==> config.mk <==
export PLATFORM = sky130hd
export DESIGN_NAME = inst_fetch
export DESIGN_NICKNAME = d
export VERILOG_FILES = /design/src/rtl/inst_fetch.sv
export SDC_FILE = /design/constraint.sdc
export NUM_CORES = 1
export LEC_CHECK = 0
export ABC_AREA = 1
export BUFFER_PORTS_ARGS = -buffer_cell sky130_fd_sc_hd__buf_2
export CORE_ASPECT_RATIO = 1.75
export CORE_MARGIN = 2
export CORE_UTILIZATION = 47
export CTS_BUF_LIST = sky130_fd_sc_hd__clkbuf_8
export CTS_CLUSTER_SIZE = 24
export DETAILED_ROUTE_END_ITERATION = 7
export HOLD_SLACK_MARGIN = 0.02
export PLACE_DENSITY = 0.92
export SYNTH_ARGS = -nofsm -noshare
export SYNTH_HDL_FRONTEND = slang
export SYNTH_SLANG_ARGS = --single-unit
==> constraint.sdc <==
create_clock -name clk -period 1.8 [get_ports clk]
set_clock_uncertainty 0.05 [all_clocks]
set_input_delay 0.09 -clock clk [delete_from_list [all_inputs] [get_ports clk]]
set_output_delay 0.09 -clock clk [all_outputs]
set_load 0.02 [all_outputs]
==> src/rtl/inst_fetch.sv <==
// inst_fetch: instruction-fetch responder between the PC register and a
// request/acknowledge memory bus. Fetches the word at pc whenever ce is high,
// holds the pipeline via stall_req while the fetch is outstanding, and hands the
// word to IF/ID as inst with a one-cycle inst_valid strobe. A flush kills any
// in-flight word (the bus transaction itself always completes).
//
// Optional feature: define IFETCH_HOLD_BUF_EN to add a single-entry hold buffer
// that replays the last fetched word with 1-cycle latency and no bus traffic
// when the same word address is fetched again.
//
// Ports:
//   clk         in   clock, rising edge
//   rst_n       in   asynchronous active-low reset
//   pc          in   fetch address
//   ce          in   fetch enable
//   flush       in   taken branch, discard the current fetch
//   stall_req   out  combinational; high while the word for pc is unavailable
//   inst        out  fetched instruction (registered, holds when not valid)
//   inst_valid  out  one-cycle strobe qualifying inst (registered)
//   mem_req     out  bus request (registered)
//   mem_addr    out  bus word address (registered)
//   mem_ack     in   bus acknowledge, mem_rdata valid in the same cycle
//   mem_rdata   in   bus read data
module inst_fetch #(
    parameter logic [31:0] RESET_INST = 32'h0000_0000
) (
    input  logic        clk,
    input  logic        rst_n,
    input  logic [31:0] pc,
    input  logic        ce,
    input  logic        flush,
    output logic        stall_req,
    output logic [31:0] inst,
    output logic        inst_valid,
    output logic        mem_req,
    output logic [31:0] mem_addr,
    input  logic        mem_ack,
    input  logic [31:0] mem_rdata
);

    localparam int unsigned XLEN = 32;

    typedef enum logic [1:0] {
        IDLE = 2'd0,
        REQ  = 2'd1,
        DROP = 2'd2
    } state_t;

    state_t            state;
    state_t            state_nxt;
    logic              mem_req_nxt;
    logic [XLEN-1:0]   mem_addr_nxt;
    logic [XLEN-1:0]   inst_nxt;
    logic              inst_valid_nxt;
    logic              stall_raw;
    logic [XLEN-1:0]   pc_aligned;
    logic              hit;
    logic [XLEN-1:0]   hit_data;
    logic [1:0]        pc_lsb_unused;

    // Word-align the fetch address; the byte offset bits are not needed.
    assign pc_aligned    = {pc[XLEN-1:2], 2'b00};
    assign pc_lsb_unused = pc[1:0];

`ifdef IFETCH_HOLD_BUF_EN
    logic [XLEN-1:0] buf_addr;
    logic [XLEN-1:0] buf_data;
    logic            buf_valid;
    logic            buf_wr;

    // Capture every acknowledge whose data is actually delivered.
    assign buf_wr = (state == REQ) && mem_ack && !flush;

    // Single-entry hold buffer; a flush invalidates it.
    always_ff @(posedge clk or negedge rst_n) begin
        if (!rst_n) begin
            buf_addr  <= '0;
            buf_data  <= '0;
            buf_valid <= 1'b0;
        end else if (buf_wr) begin
            buf_addr  <= mem_addr;
            buf_data  <= mem_rdata;
            buf_valid <= 1'b1;
        end else if (flush) begin
            buf_valid <= 1'b0;
        end
    end

    // A flush in IDLE also kills a would-be hit, so that fetch goes to the bus.
    assign hit      = (state == IDLE) && ce && !flush && buf_valid
                      && (pc_aligned == buf_addr);
    assign hit_data = buf_data;
`else
    assign hit      = 1'b0;
    assign hit_data = '0;
`endif

    // State register.
    always_ff @(posedge clk or negedge rst_n) begin
        if (!rst_n) begin
            state <= IDLE;
        end else begin
            state <= state_nxt;
        end
    end

    // Next-state logic.
    always_comb begin
        state_nxt = state;
        case (state)
            IDLE: begin
                if (ce && !hit) begin
                    state_nxt = REQ;
                end
            end
            REQ: begin
                if (mem_ack) begin
                    state_nxt = IDLE;
                end else if (flush) begin
                    state_nxt = DROP;
                end
            end
            DROP: begin
                if (mem_ack) begin
                    state_nxt = IDLE;
                end
            end
            default: state_nxt = IDLE;
        endcase
    end

    // Output logic: next values for the registered outputs plus the stall request.
    always_comb begin
        mem_req_nxt    = mem_req;
        mem_addr_nxt   = mem_addr;
        inst_nxt       = inst;
        inst_valid_nxt = 1'b0;
        stall_raw      = 1'b0;
        case (state)
            IDLE: begin
                if (ce) begin
                    if (hit) begin
                        inst_nxt       = hit_data;
                        inst_valid_nxt = 1'b1;
                    end else begin
                        mem_req_nxt  = 1'b1;
                        mem_addr_nxt = pc_aligned;
                        stall_raw    = 1'b1;
                    end
                end
            end
            REQ: begin
                stall_raw = !mem_ack;
                if (mem_ack) begin
                    mem_req_nxt = 1'b0;
                    if (!flush) begin
                        inst_nxt       = mem_rdata;
                        inst_valid_nxt = 1'b1;
                    end
                end
            end
            DROP: begin
                // Transaction must complete on the bus, but its data is discarded.
                stall_raw = !mem_ack;
                if (mem_ack) begin
                    mem_req_nxt = 1'b0;
                end
            end
            default: begin
                mem_req_nxt = 1'b0;
            end
        endcase
    end

    // Stall is suppressed during reset so the stall controller sees a clean 0.
    assign stall_req = rst_n && stall_raw;

    // Registered outputs.
    always_ff @(posedge clk or negedge rst_n) begin
        if (!rst_n) begin
            mem_req    <= 1'b0;
            mem_addr   <= '0;
            inst       <= RESET_INST;
            inst_valid <= 1'b0;
        end else begin
            mem_req    <= mem_req_nxt;
            mem_addr   <= mem_addr_nxt;
            inst       <= inst_nxt;
            inst_valid <= inst_valid_nxt;
        end
    end

endmodule

==> results of run 1 <==
[synth_stat cells, types with 2 or more instances]
library cell	count
a21oi_1	2
buf_2	14
buf_4	2
nand3_1	31
nand4_1	2
ha_1	5
dfrtp_1	66
buf_6	3
nand2_1	167
nor2_1	4
inv_1	5
[metrics by stage]
| stage | util (%) | setup slack, ps | instances | power [mW] | instance area, µm² |
|---|---|---|---|---|---|
| final | 77.2 | 84.5 | 587 | 7.07 | 4280 |
| after global routing | 77.2 | 24.8 | 587 | 7.45 | 4280 |
| after CTS | 75.9 | 13.3 | 580 | 6.72 | 4210 |
| after detailed placement | 61.1 | 299 | 500 | 5.45 | 3390 |
| after global placement | 61.1 | 367 | 500 | 5.33 | 3390 |
| after floorplan | - | 451 | 306 | 4.42 | 2700 |
[path summary, 6_finish.rpt]
| path | start | to | slack, ps | cells after the start |
|---|---|---|---|---|
| min in group asynchronous | rst_n | mem_addr[10] | 280 | 3 |
| setup reg to reg | state[1] | inst[21] | 240 | 8 |
| setup / recovery | state[1] | stall_req | 80 | 7 |
| hold reg to reg | inst[10] | inst[10] | 430 | 2 |
| hold / removal | mem_ack | state[1] | 70 | 4 |
| max in group asynchronous | rst_n | inst[8] | 1150 | 3 |
[critical path, cell delays in order (launching register included)]
cell	delay, ps
dfrtp_1	410
inv_2	90
ha_4	280
nand2_2	60
nand2_1	100
nand2_1	60
nor2_1	100
buf_4	150
[final cells by class]
cell class / count / area share (%)
clock buffer: 9 / 2.90
multi-input combinational: 215 / 21.4
tap: 76 / 2.22
sequential: 66 / 38.6
timing repair buffer: 208 / 32.9
inverter: 6 / 0.585
clock inverter: 7 / 1.29
[routing by layer]
layer  global-route usage (%)  vias up  wire, µm  part of all wire [%]
met3                     8.58       41       704                   7.5
met4                     14.9        0       372                   4.0
met2                     50.5      191      5030                    54
met5                        0        -         0                     0
met1                     30.8     1428      3280                    35
li1                         -     1342         -                     -
[cell families after synthesis]
family	Yosys count	share of synthesized area, %
adders and majority gates	5	2.32
buffers and inverters	25	5.34
and+or+nand+nor	206	30.5
AOI/OAI and AO/OA	2	0.372
other	1	0.139
DFF	66	61.3
[what timing repair did]
item / CTS / global route
endpoints found under the setup margin: 0 / 1
hold endpoints to repair: 129 / 0
hold buffers: 64 / 0
buffers inserted: 0 / 7
resized for setup: 0 / 6
[sequential cells by signal (all words and copies together), names as in the netlist]
signal,flops
state,2
mem_req,1
inst_valid,1
inst,32
mem_addr,30
[layout by cell type (no fill, tap or decap), types with 4 or more instances in the layout]
cell type      instances
nand3_1               31
ha_1                   4
dfrtp_1               66
buf_4                 13
inv_1                  7
buf_2                130
nand2_1              166
clkbuf_8               9
dlygate4sd3_1         64
nor2_1                 4
[power breakdown]
part / total [mW] / switching [mW] / internal [mW]
clock network: 1.16 / 0.540 / 0.615
logic: 3.33 / 2.18 / 1.15
registers: 2.59 / 0.411 / 2.18
==> out/qor.csv, run 1 <==
stage,metric,value,unit
run_status,status,"complete, no violations",
synthesis,ys_warn_count,0,
synthesis,synthFlopType,dfrtp_1,
timing,tns,0,ps
clock_tree,cts_inserted_buffers,9,
routing,drt-pass1-iter-count,6,
setup_path,critPathLaunchType,flop,
clock_tree,clockBufferDepth,2,
floorplan,die_h,104,µm
timing,clock.fmax,583,MHz
global_routing,grt_usage,29.5,%
floorplan,num_io_pins,136,
routing,vias,3002,
pwr,p_per_area,1650,nW/µm²
timing,fin_crit,1720,ps
timing,timing.final.crit_share,95.3,%
timing,hold_viol_final,0,
global_routing,antenna_found_initial,0,
clock_tree,cts.sinks,66,
run,max_cap_violations,0,
place,numPortBuffers,131,
place,dpl.hpwl,4.53,mm
synthesis,netlist_instances,305,
hold_path,hp-class,in2reg,
synthesis,ys_ff_latch,66,
pwr,leakagePower,2.46,nW
routing,routed_wl,9.39,mm
floorplan,core_area,5540,µm²
routing,drt_first_iter_violations,173,
finish,regArea,1650,µm²
finish,drive_above_1_share,31.9,%
routing,drc_errors,0,
pwr,irDropWorstVdd,0.00106,V
synthesis,synth_area,2690,µm²
global_routing,grt_max_degree,67,
clock_tree,clock_latency,330,ps
floorplan,rows,36,
setup_path,worst-setup-path-type,reg2out,
timing,rsz0062_at_grt,false,
clock_tree,htreeDepth,3,
synthesis,synth_area_leaders,"dfrtp_1 (61%), nand2_1 (23%), nand3_1 (5.8%)",
timing,setup_viol,0,
clock_tree,cts_tree,built,
finish,syn2layout_area_growth,58.8,%
synthesis,ys_seq_area_share,61.3,%
routing,avgViaCountPerCell,5.11,
timing,slew_viol_final,0,
floorplan,initial_core_util,48.6,%
finish,multi_input_area,917,µm²
setup_path,crit_path_end_kind,output port,
global_routing,grt_first_pass_wirelength,13.9,mm
clock_tree,cts.clk_slew.worst_paths,70,ps
floorplan,die_width,61.2,µm
floorplan,die-area,6380,µm²
setup_path,path_max_fanout,3,
synthesis,async_reset_ff_share,100,%
synthesis,synth_top_area_share,61.3,%
synthesis,ys_types,15,
synthesis,syn_avg_cell_area,8.83,µm²
synthesis,yosys.area.top_type,dfrtp_1,
routing,ant_nets,0,
setup_path,cp.arrival,1580,ps
routing,wl_per_cell,16.0,µm
clock_tree,cts_root_buf,clkbuf_8,
finish,antennaDiodeCount,0,
finish,fin_nets,580,
synthesis,synth-edff-count,0,
finish,fill_cells,344,
setup_path,cp.required,1660,ps
global_routing,grt.overflow.total,0,
timing,holdWs,65.4,ps
place,gp_congestion,0.813,
global_routing,grt_pass1_vias,3030,
(Power assumes the default switching activity.)
==> run 2, diff against run 1 <==
--- a/config.mk
+++ b/config.mk
@@ -9,12 +9,12 @@
 export BUFFER_PORTS_ARGS = -buffer_cell sky130_fd_sc_hd__buf_2
 export CORE_ASPECT_RATIO = 1.75
 export CORE_MARGIN = 2
-export CORE_UTILIZATION = 47
+export CORE_UTILIZATION = 42
 export CTS_BUF_LIST = sky130_fd_sc_hd__clkbuf_8
 export CTS_CLUSTER_SIZE = 24
 export DETAILED_ROUTE_END_ITERATION = 7
 export HOLD_SLACK_MARGIN = 0.02
-export PLACE_DENSITY = 0.92
+export PLACE_DENSITY = 0.89
 export SYNTH_ARGS = -nofsm -noshare
 export SYNTH_HDL_FRONTEND = slang
 export SYNTH_SLANG_ARGS = --single-unit
==> constraint.sdc (replaced) <==
create_clock -name clk -period 1.5 [get_ports clk]
set_clock_uncertainty 0.05 [all_clocks]
set_input_delay 0.075 -clock clk [delete_from_list [all_inputs] [get_ports clk]]
set_output_delay 0.075 -clock clk [all_outputs]
set_load 0.02 [all_outputs]
==> out/qor.csv, run 2 (synthesis results as in run 1) <==
stage,metric,value,unit
run_status,status,finished with violations,
run_status,violations,negative setup slack,
hold_path,hold-path-cell-count,5,
global_routing,antenna_found_initial,0,
finish,post-route-util,69.7,%
setup_path,cp_cell_sequence,inv_2 > ha_4 > nand2_2 > nand2_1 > nand2_1 > nor2_1 > buf_4,
routing,routed_wl,8.12,mm
setup_path,path_max_fanout,3,
routing,vias,2824,
place,numPortBuffers,131,
timing,finalWorstSetupSlack,-98.9,ps
global_routing,grt_usage,23.7,%
pwr,sequentialPowerShare,37.5,%
pwr,p_sw,3.53,mW
routing,drt-pass1-iter-count,5,
finish,final_common_cell,nand2_1,
setup_path,worst-setup-path-type,reg2out,
floorplan,num_io_pins,136,
hold_path,hold_end,state[0],
floorplan,initial_core_util,43.6,%
place,gp_congestion,0.763,
finish,drive_above_1_share,32.4,%
routing,ant_nets,0,
place,dpl.hpwl,4.80,mm
global_routing,grt_first_pass_wirelength,12.8,mm
clock_tree,cts_tree,built,
finish,largest_reg_flops,32,
pwr,leakagePower,2.46,nW
timing,slew_viol_final,0,
finish,top_register,inst,
setup_path,crit_path_end_kind,output port,
pwr,switching_share,43.1,%
clock_tree,cts.sinks,66,
pwr,p_clk_share,14.3,%
timing,tns,-98.9,ps
floorplan,rows,38,
finish,final_cell_mix,"nand2_1 (164), buf_2 (130), dlygate4sd3_1 (66), dfrtp_1 (66), nand3_1 (31)",
clock_tree,clockBufferDepth,2,
routing,drc_errors,0,
finish,antennaDiodeCount,0,
clock_tree,htreeDepth,3,
finish,fin_nets,583,
clock_tree,clock_latency,330,ps
timing,rsz0062_at_grt,true,
floorplan,core_area,6180,µm²
hold_path,worstHoldStart,mem_ack,
pwr,comb_power_share,48.2,%
routing,drt_first_iter_violations,177,
timing,hold_viol_final,0,
floorplan,die_h,110,µm
routing,wl_per_cell,13.7,µm
clock_tree,cts.clk_slew.worst_paths,60,ps
global_routing,grt_pass1_vias,2833,
setup_path,rr_endpoint,inst[0],
setup_path,critPathLaunchType,flop,
timing,timing.final.crit_share,107,%
setup_path,cpMostUsedCell,nand2_1,
run,max_cap_violations,0,
finish,reg_top3,"inst x32, mem_addr x30, state x2",
timing,fin_crit,1600,ps
global_routing,grt_max_degree,67,
finish,fill_cells,447,
setup_path,cpPeakStageDelay,380,ps
finish,syn2layout_area_growth,59.9,%
setup_path,r2r_slack,50,ps
clock_tree,cts_inserted_buffers,9,
setup_path,rr_worst_depth,8,
pwr,p_per_area,1900,nW/µm²
clock_tree,cts_root_buf,clkbuf_8,
floorplan,die_width,64.5,µm
setup_path,cp.required,1370,ps
routing,avgViaCountPerCell,4.77,
pwr,irDropWorstVdd,0.00128,V
hold_path,hp-class,in2reg,
setup_path,slowest_stage,dfrtp_1,
timing,clock.fmax,625,MHz
setup_path,cp.arrival,1470,ps
setup_path,r2r-start,state[0],
floorplan,die-area,7100,µm²
pwr,intPower,4.66,mW
global_routing,grt.overflow.total,0,
timing,setup_viol,1,
## run 2: cell count changes in the layout (fill, tap and decap cells not counted), moves of 2 or more
cell	previous run	this run
clkinv_2	2	0
dlygate4sd3_1	64	66
nand2_1	166	164
nand2_2	2	4
## run 2: metrics by stage
step / instance area, µm² / setup slack [ps] / hold slack (ps) / cells / power (mW)
2_1_floorplan: 2700 / 166 / -271 / 306 / 5.31
3_3_place_gp: 3410 / 76.8 / 115 / 505 / 6.46
3_5_place_dp: 3410 / -5.91 / 112 / 505 / 6.62
4_1_cts: 4280 / -111 / 77.0 / 589 / 8.09
5_1_grt: 4310 / -192 / 153 / 592 / 8.79
6_report: 4310 / -98.9 / 113 / 592 / 8.19
## run 2: cell type report
cell class                 count  area, µm²  area share [%]
sequential                    66       1650            38.3
timing repair buffer         211       1450            33.6
multi-input combinational    215        925            21.5
clock buffer                  10        138            3.19
tap                           80        100            2.32
inverter                       6       30.0           0.697
clock inverter                 4       15.0           0.349
## run 2: worst max path at each step
stage	start	to	slack [ps]	cells after the start
6_report	state[1]	stall_req	-100	7
5_1_grt	state[0]	stall_req	-190	7
4_1_cts	state[0]	stall_req	-110	7
3_5_place_dp	state[1]	inst[0]	-6	8
3_3_place_gp	state[1]	inst[10]	80	8
2_1_floorplan	state[0]	stall_req	170	7
## run 2: routing by layer
layer / vias to the layer above / global-route usage (%) / share of wire, %
met2: 143 / 42.0 / 55
met4: 0 / 16.3 / 4.8
li1: 1347 / - / -
met5: - / 0 / 0
met3: 38 / 5.53 / 5.9
met1: 1296 / 24.6 / 35
## run 2: timing repair
item                                    in CTS  in global routing
pin swaps                                    3                  4
hold buffers                                66                  0
endpoints found under the setup margin      14                 33
setup buffers                                4                  3
hold endpoints to repair                   130                  0
cloned                                       0                  0
gates resized for setup                      7                  5
## run 2: critical path: cells and delay by family, from the launching register on
kind	cells	cell delay, ps
flops	1	380
simple gates	4	280
fa+ha+maj	1	270
buf+inv	2	220
## run 2: power by group through the flow
stage | clock (mW) | sequential (mW) | combinational, mW
after floorplan | 0 | 4.06 | 1.24
after global placement | 0 | 3.03 | 3.43
after detailed placement | 0 | 3.07 | 3.55
after CTS | 1.22 | 3.04 | 3.82
after global routing | 1.32 | 3.15 | 4.32
final | 1.17 | 3.07 | 3.95
